`config.mk`:
```
export PLATFORM = sky130hd
export DESIGN_NAME = img_stream_sequencer
export DESIGN_NICKNAME = d
export VERILOG_FILES = /design/src/rtl/img_stream_sequencer.sv
export SDC_FILE = /design/constraint.sdc
export NUM_CORES = 1
export LEC_CHECK = 0
export ABC_AREA = 1
export CAP_MARGIN = 20
export CORE_MARGIN = 2
export CORE_UTILIZATION = 62
export DETAILED_ROUTE_END_ITERATION = 10
export GPL_TIMING_DRIVEN = 0
export PLACE_DENSITY_LB_ADDON = 0.3
export SETUP_SLACK_MARGIN = 0.4
export SLEW_MARGIN = 40
export SYNTH_ARGS = -nofsm -noshare
export SYNTH_HDL_FRONTEND = slang
export SYNTH_SLANG_ARGS = --single-unit
```
`constraint.sdc`:
```
create_clock -name clk -period 3 [get_ports clk]
set_clock_uncertainty 0.15 [all_clocks]
set_input_delay 0.6 -clock clk [delete_from_list [all_inputs] [get_ports clk]]
set_output_delay 0.6 -clock clk [all_outputs]
set_load 0.005 [all_outputs]
```
`src/rtl/img_stream_sequencer.sv`:
```
// Frame-timing controller: pulls buffered pixels over valid/ready and drives the
// vsync/href/gray timing expected by the 3x3 matrix generator / median-filter pipeline.
module img_stream_sequencer #(
   parameter int IMG_HDISP = 640,
   parameter int IMG_VDISP = 480,
   parameter int DELAY_NUM = 10,
   parameter int H_BLANK   = 16,
   parameter int V_FRONT   = 4,
   parameter int V_BACK    = 8
) (
   input  logic       clk,
   input  logic       rst_n,
   input  logic       start,
   input  logic       continuous,
   input  logic       s_valid,
   input  logic [7:0] s_data,
   input  logic       s_line_avail,
   output logic       s_ready,
   output logic       per_img_vsync,
   output logic       per_img_href,
   output logic [7:0] per_img_gray,
   output logic       busy,
   output logic       frame_done,
   output logic       underflow
);

   typedef enum logic [2:0] {
      S_IDLE,
      S_VFRONT,
      S_WAITL,
      S_LINE,
      S_HBLANK,
      S_TAIL,
      S_VBACK
   } state_t;

   // Tail covers the generator's synthesized bottom row plus its 2-cycle output pipeline.
   localparam int          TAIL_LEN = DELAY_NUM + IMG_HDISP + 4;
   localparam logic [10:0] H_LAST   = 11'(IMG_HDISP - 1);
   localparam logic [10:0] V_LAST   = 11'(IMG_VDISP - 1);
   localparam logic [11:0] VF_LAST  = 12'(V_FRONT - 1);
   localparam logic [11:0] HB_LAST  = 12'(H_BLANK - 1);
   localparam logic [11:0] TL_LAST  = 12'(TAIL_LEN - 1);
   localparam logic [11:0] VB_LAST  = 12'(V_BACK - 1);

   state_t      state, state_nxt;
   logic [10:0] hcnt, hcnt_nxt;
   logic [10:0] vcnt, vcnt_nxt;
   logic [11:0] cnt, cnt_nxt;
   logic        done_nxt;
   logic        in_frame;

   always_comb begin
      // NOTE: every signal written here gets a default first, so no path can infer a latch.
      state_nxt = state;
      hcnt_nxt  = hcnt;
      vcnt_nxt  = vcnt;
      cnt_nxt   = cnt;
      done_nxt  = 1'b0;
      case (state)
         S_IDLE: begin
            if (start) begin
               state_nxt = S_VFRONT;
               cnt_nxt   = '0;
               vcnt_nxt  = '0;
            end
         end
         S_VFRONT, S_HBLANK: begin
            // A line already buffered skips WAITL, so back-to-back lines cost no extra cycle.
            if ((state == S_VFRONT && cnt == VF_LAST) || (state == S_HBLANK && cnt == HB_LAST)) begin
               cnt_nxt   = '0;
               hcnt_nxt  = '0;
               state_nxt = s_line_avail ? S_LINE : S_WAITL;
            end else begin
               cnt_nxt = cnt + 12'd1;
            end
         end
         S_WAITL: begin
            if (s_line_avail) begin
               state_nxt = S_LINE;
               hcnt_nxt  = '0;
            end
         end
         S_LINE: begin
            if (hcnt == H_LAST) begin
               hcnt_nxt = '0;
               cnt_nxt  = '0;
               if (vcnt == V_LAST) begin
                  state_nxt = S_TAIL;
               end else begin
                  vcnt_nxt  = vcnt + 11'd1;
                  state_nxt = S_HBLANK;
               end
            end else begin
               hcnt_nxt = hcnt + 11'd1;
            end
         end
         S_TAIL: begin
            if (cnt == TL_LAST) begin
               cnt_nxt   = '0;
               state_nxt = S_VBACK;
            end else begin
               cnt_nxt = cnt + 12'd1;
            end
         end
         S_VBACK: begin
            if (cnt == VB_LAST) begin
               cnt_nxt  = '0;
               done_nxt = 1'b1;
               if (continuous) begin
                  state_nxt = S_VFRONT;
                  vcnt_nxt  = '0;
               end else begin
                  state_nxt = S_IDLE;
               end
            end else begin
               cnt_nxt = cnt + 12'd1;
            end
         end
         default: state_nxt = S_IDLE;
      endcase
   end

   assign s_ready  = (state == S_LINE);
   assign in_frame = (state == S_VFRONT) || (state == S_WAITL) || (state == S_LINE) ||
                     (state == S_HBLANK) || (state == S_TAIL);

   // Every output is registered from the current state, so vsync, href and gray all
   // lag the state by one cycle and keep their mutual alignment.
   // NOTE: sequential state uses non-blocking assignments so each register sees pre-edge values.
   always_ff @(posedge clk or negedge rst_n) begin
      if (!rst_n) begin
         state         <= S_IDLE;
         hcnt          <= '0;
         vcnt          <= '0;
         cnt           <= '0;
         per_img_vsync <= 1'b0;
         per_img_href  <= 1'b0;
         per_img_gray  <= 8'h00;
         busy          <= 1'b0;
         frame_done    <= 1'b0;
         underflow     <= 1'b0;
      end else begin
         state         <= state_nxt;
         hcnt          <= hcnt_nxt;
         vcnt          <= vcnt_nxt;
         cnt           <= cnt_nxt;
         per_img_vsync <= in_frame;
         per_img_href  <= (state == S_LINE);
         per_img_gray  <= (state == S_LINE && s_valid) ? s_data : 8'h00;
         busy          <= (state != S_IDLE);
         frame_done    <= done_nxt;
         if (state == S_IDLE && start) begin
            underflow <= 1'b0;
         end else if (state == S_LINE && !s_valid) begin
            underflow <= 1'b1;
         end
      end
   end

endmodule

```
==> qor.csv <==
stage,metric,value,unit
clock_tree,cts_buffer_depth,2,
yosys,ys_ff_latch,50,
yosys,synth_fp_nets,445,
hold_path,hold_path_depth,1,
timing,drv_slew,0,
clock_tree,clock_latency,0.31,ns
route,initialDrtViolationCount,239,
worst_setup_path,cp.arrival,1.73,ns
route,detail-route-antenna-nets,0,
global_routing,grt_pass1_wl,12100,µm
route,vias_per_cell,5.54,
yosys,synth_warnings,0,
worst_setup_path,crit_buf_inv,4,
power_and_ir_drop,p_leak,1.70,nW
yosys,avgSynthCellArea,7.12,µm²
power_and_ir_drop,power,2.76,mW
layout,regArea,0.00125,mm²
clock_tree,root_buffer,clkbuf_8,
placed_design,dpl_worst_slack,0.856,ns
floorplanning,initial_core_util,64.4,%
clock_tree,path_clk_slew,0.09,ns
layout,num-fill-cells,374,
worst_setup_path,critical-path-slowest-cell,clkdlybuf4s50_1,
clock_tree,cts_tree,done,
floorplanning,dieArea,0.00548,mm²
yosys,synth.most_common_cell,nand2_1,
floorplanning,die_x,74.0,µm
floorplanning,die_y,74.0,µm
route,via_count,2944,
placed_design,dp.cells,522,
placed_design,place_congestion,0.881,
placed_design,io_buffers,27,
timing,hold_viol,0,
hold_path,hold_path_class,flop to flop,
layout,utilization,74.9,%
clock_tree,cts_htree_levels,2,
layout,diodes,0,
layout,multiInputGateArea,0.00152,mm²
timing,fmax,403,MHz
route,detail_route.wirelength,7160,µm
worst_setup_path,cp-end-kind,output port,
timing,rsz0062_at_grt,false,
yosys,synth_edf_count,0,
layout,syn_to_final_growth,16.2,%
power_and_ir_drop,power.density,780,mW/mm²
worst_setup_path,worst-path-stages,5,
yosys,netlist.area_leader.share,41.1,%
worst_setup_path,crit_required,2.25,ns
worst_setup_path,crit_fanout,11,
timing,fin_ws,0.521,ns
worst_setup_path,reg2reg_depth,11,
yosys,yosysSeqAreaShare,41.1,%
clock_tree,cts_sinks,50,
route,post_drt_wl_per_cell,13.5,µm
worst_setup_path,max_stage_delay,0.51,ns
global_routing,grt_max_degree,34,
yosys,netlist_area,0.00304,mm²
timing,period_share,82.6,%
floorplanning,io_pins,28,
worst_setup_path,crit_family,buffers and inverters,
yosys,synth_cell_type_count,30,
route,drt_pre_antenna_iters,5,
clock_tree,numCtsBuffers,5,
placed_design,placed_area,0.00341,mm²
layout,drive_above_1_share,6.90,%
status,status,"finished, final reports clean",
yosys,synth_area_leaders,"dfrtp_1 41%, nand2_1 16%, nand3_1 9.7%",
layout,nNetsFinal,481,
timing,worst_pin_slew,0.550,ns
worst_setup_path,path_class,flop to output port,
layout,fin_area,0.00354,mm²
timing,slew_headroom,63.3,%
yosys,synth_commonest_cells,"126 x nand2_1, 59 x nand3_1, 50 x dfrtp_1, 49 x nor2_1, 47 x inv_1",
timing,period_minus_slack,2.48,ns
route,drc,0,
global_routing,grt_pass1_vias,2867,
yosys,ys.flop_type,dfrtp_1,
yosys,netlist_instances,427,
placed_design,hpwl,5290,µm
power_and_ir_drop,ir_worst_vdd,0.491,mV
layout,stdcell_count,531,
yosys,synth-async-reset-ratio,100,%
worst_setup_path,startpoint_type,flop,
worst_setup_path,crit_path_cell_trace,inv_2 > nand3_2 > inv_2 > buf_6 > clkdlybuf4s50_1,
flow_run,cap_violations,0,
global_routing,grt_util_all_layers,28.1,%
global_routing,grt-ovfl-total,0,
floorplanning,std_cell_rows,25,
worst_setup_path,critPathMostFrequentCell,inv_2,
timing,setup_viol,0,
clock_tree,post_cts_buffers,0,
yosys,synth_area_leader_cell,dfrtp_1,
global_routing,grt_antenna_before_repair,0,
floorplanning,core_area,0.00472,mm²
==> through the flow <==
step | hold WS (ns) | setup TNS (ns)
2_1_floorplan | 0.154 | 0
3_3_place_gp | 0.336 | -11.46
3_5_place_dp | 0.336 | 0
4_1_cts | 0.378 | 0
5_1_grt | 0.431 | 0
6_report | 0.381 | 0
==> kinds of logic (layout without fill, tap and decap cells) <==
logic type	after synthesis	in the layout	share of synthesized area (%)
adders and majority gates	4	4	1.65
and+or+nand+nor	267	267	38.1
xor gates and xnor gates	16	16	4.61
DFF	50	50	41.1
buffers and inverters	62	99	8.97
AOI/OAI and AO/OA	28	28	5.55
==> what timing repair did <==
action / CTS / global route
gates resized for setup: 0 / 0
hold endpoints to repair: 7 / 0
hold buffers: 1 / 0
==> layout by cell type (no fill, tap or decap), types with 2 or more instances in the layout <==
cell type        instances
nand2_1                126
nand3_1                 59
dfrtp_1                 50
nor2_1                  49
inv_1                   47
clkdlybuf4s50_1         26
o21ai_0                 14
xor2_1                  13
nand4_1                 10
nor3_1                   9
nor2_2                   5
buf_2                    5
nand3b_1                 5
clkbuf_8                 5
inv_2                    4
buf_6                    4
o211ai_1                 4
ha_1                     4
xnor2_1                  3
a21oi_1                  2
buf_4                    2
o21bai_1                 2
o31ai_1                  2
==> path summary, 6_finish.rpt <==
| path | start | end | slack [ns] |
|---|---|---|---|
| setup / recovery | state[2] | s_ready | 0.52 |
| hold / removal | underflow | underflow | 0.38 |
| setup reg to reg | cnt[0] | hcnt[3] | 0.87 |
| hold reg to reg | underflow | underflow | 0.38 |
| max in group asynchronous | rst_n | cnt[3] | 1.71 |
| min in group asynchronous | rst_n | hcnt[5] | 0.54 |
==> sequential cells by signal (all words and copies together), names as in the netlist <==
name	cells
busy	1
cnt	12
frame_done	1
hcnt	11
per_img_gray	8
per_img_href	1
per_img_vsync	1
state	3
underflow	1
vcnt	11
==> worst reg2reg max path, stage by stage (launching register included) <==
cell and delay [ns]:
dfrtp_1 0.47, ha_1 0.27, inv_1 0.09, nor2_2 0.21
inv_1 0.10, nor2_1 0.09, nand3_1 0.10, nand3_1 0.13
nand2_1 0.10, buf_6 0.16, nand2_1 0.05, o21ai_0 0.08
==> layout make-up <==
type	instances	share of cell area [%]
timing repair buffer	29	8.42
inverter	51	5.41
tap	67	2.37
clock inverter	3	1.24
sequential	50	35.4
buffer	11	2.30
multi-input combinational	315	42.9
clock buffer	5	1.95
==> per-layer routing <==
metal  up-vias  wire length (µm)  global-route usage [%]
met5         -                 0                       0
met4         0               113                    9.90
met3        20               366                    6.50
met2       121              3570                    48.6
met1      1363              3110                    34.4
li1       1440                 -                       -
==> power by group <==
| part | leakage [nW] | switching [mW] | internal [mW] |
|---|---|---|---|
| registers | 0.679 | 0.164 | 0.823 |
| clock network | 0.0585 | 0.239 | 0.250 |
| logic | 0.963 | 0.825 | 0.458 |
Note: power is estimated with default switching activity, not from simulation.
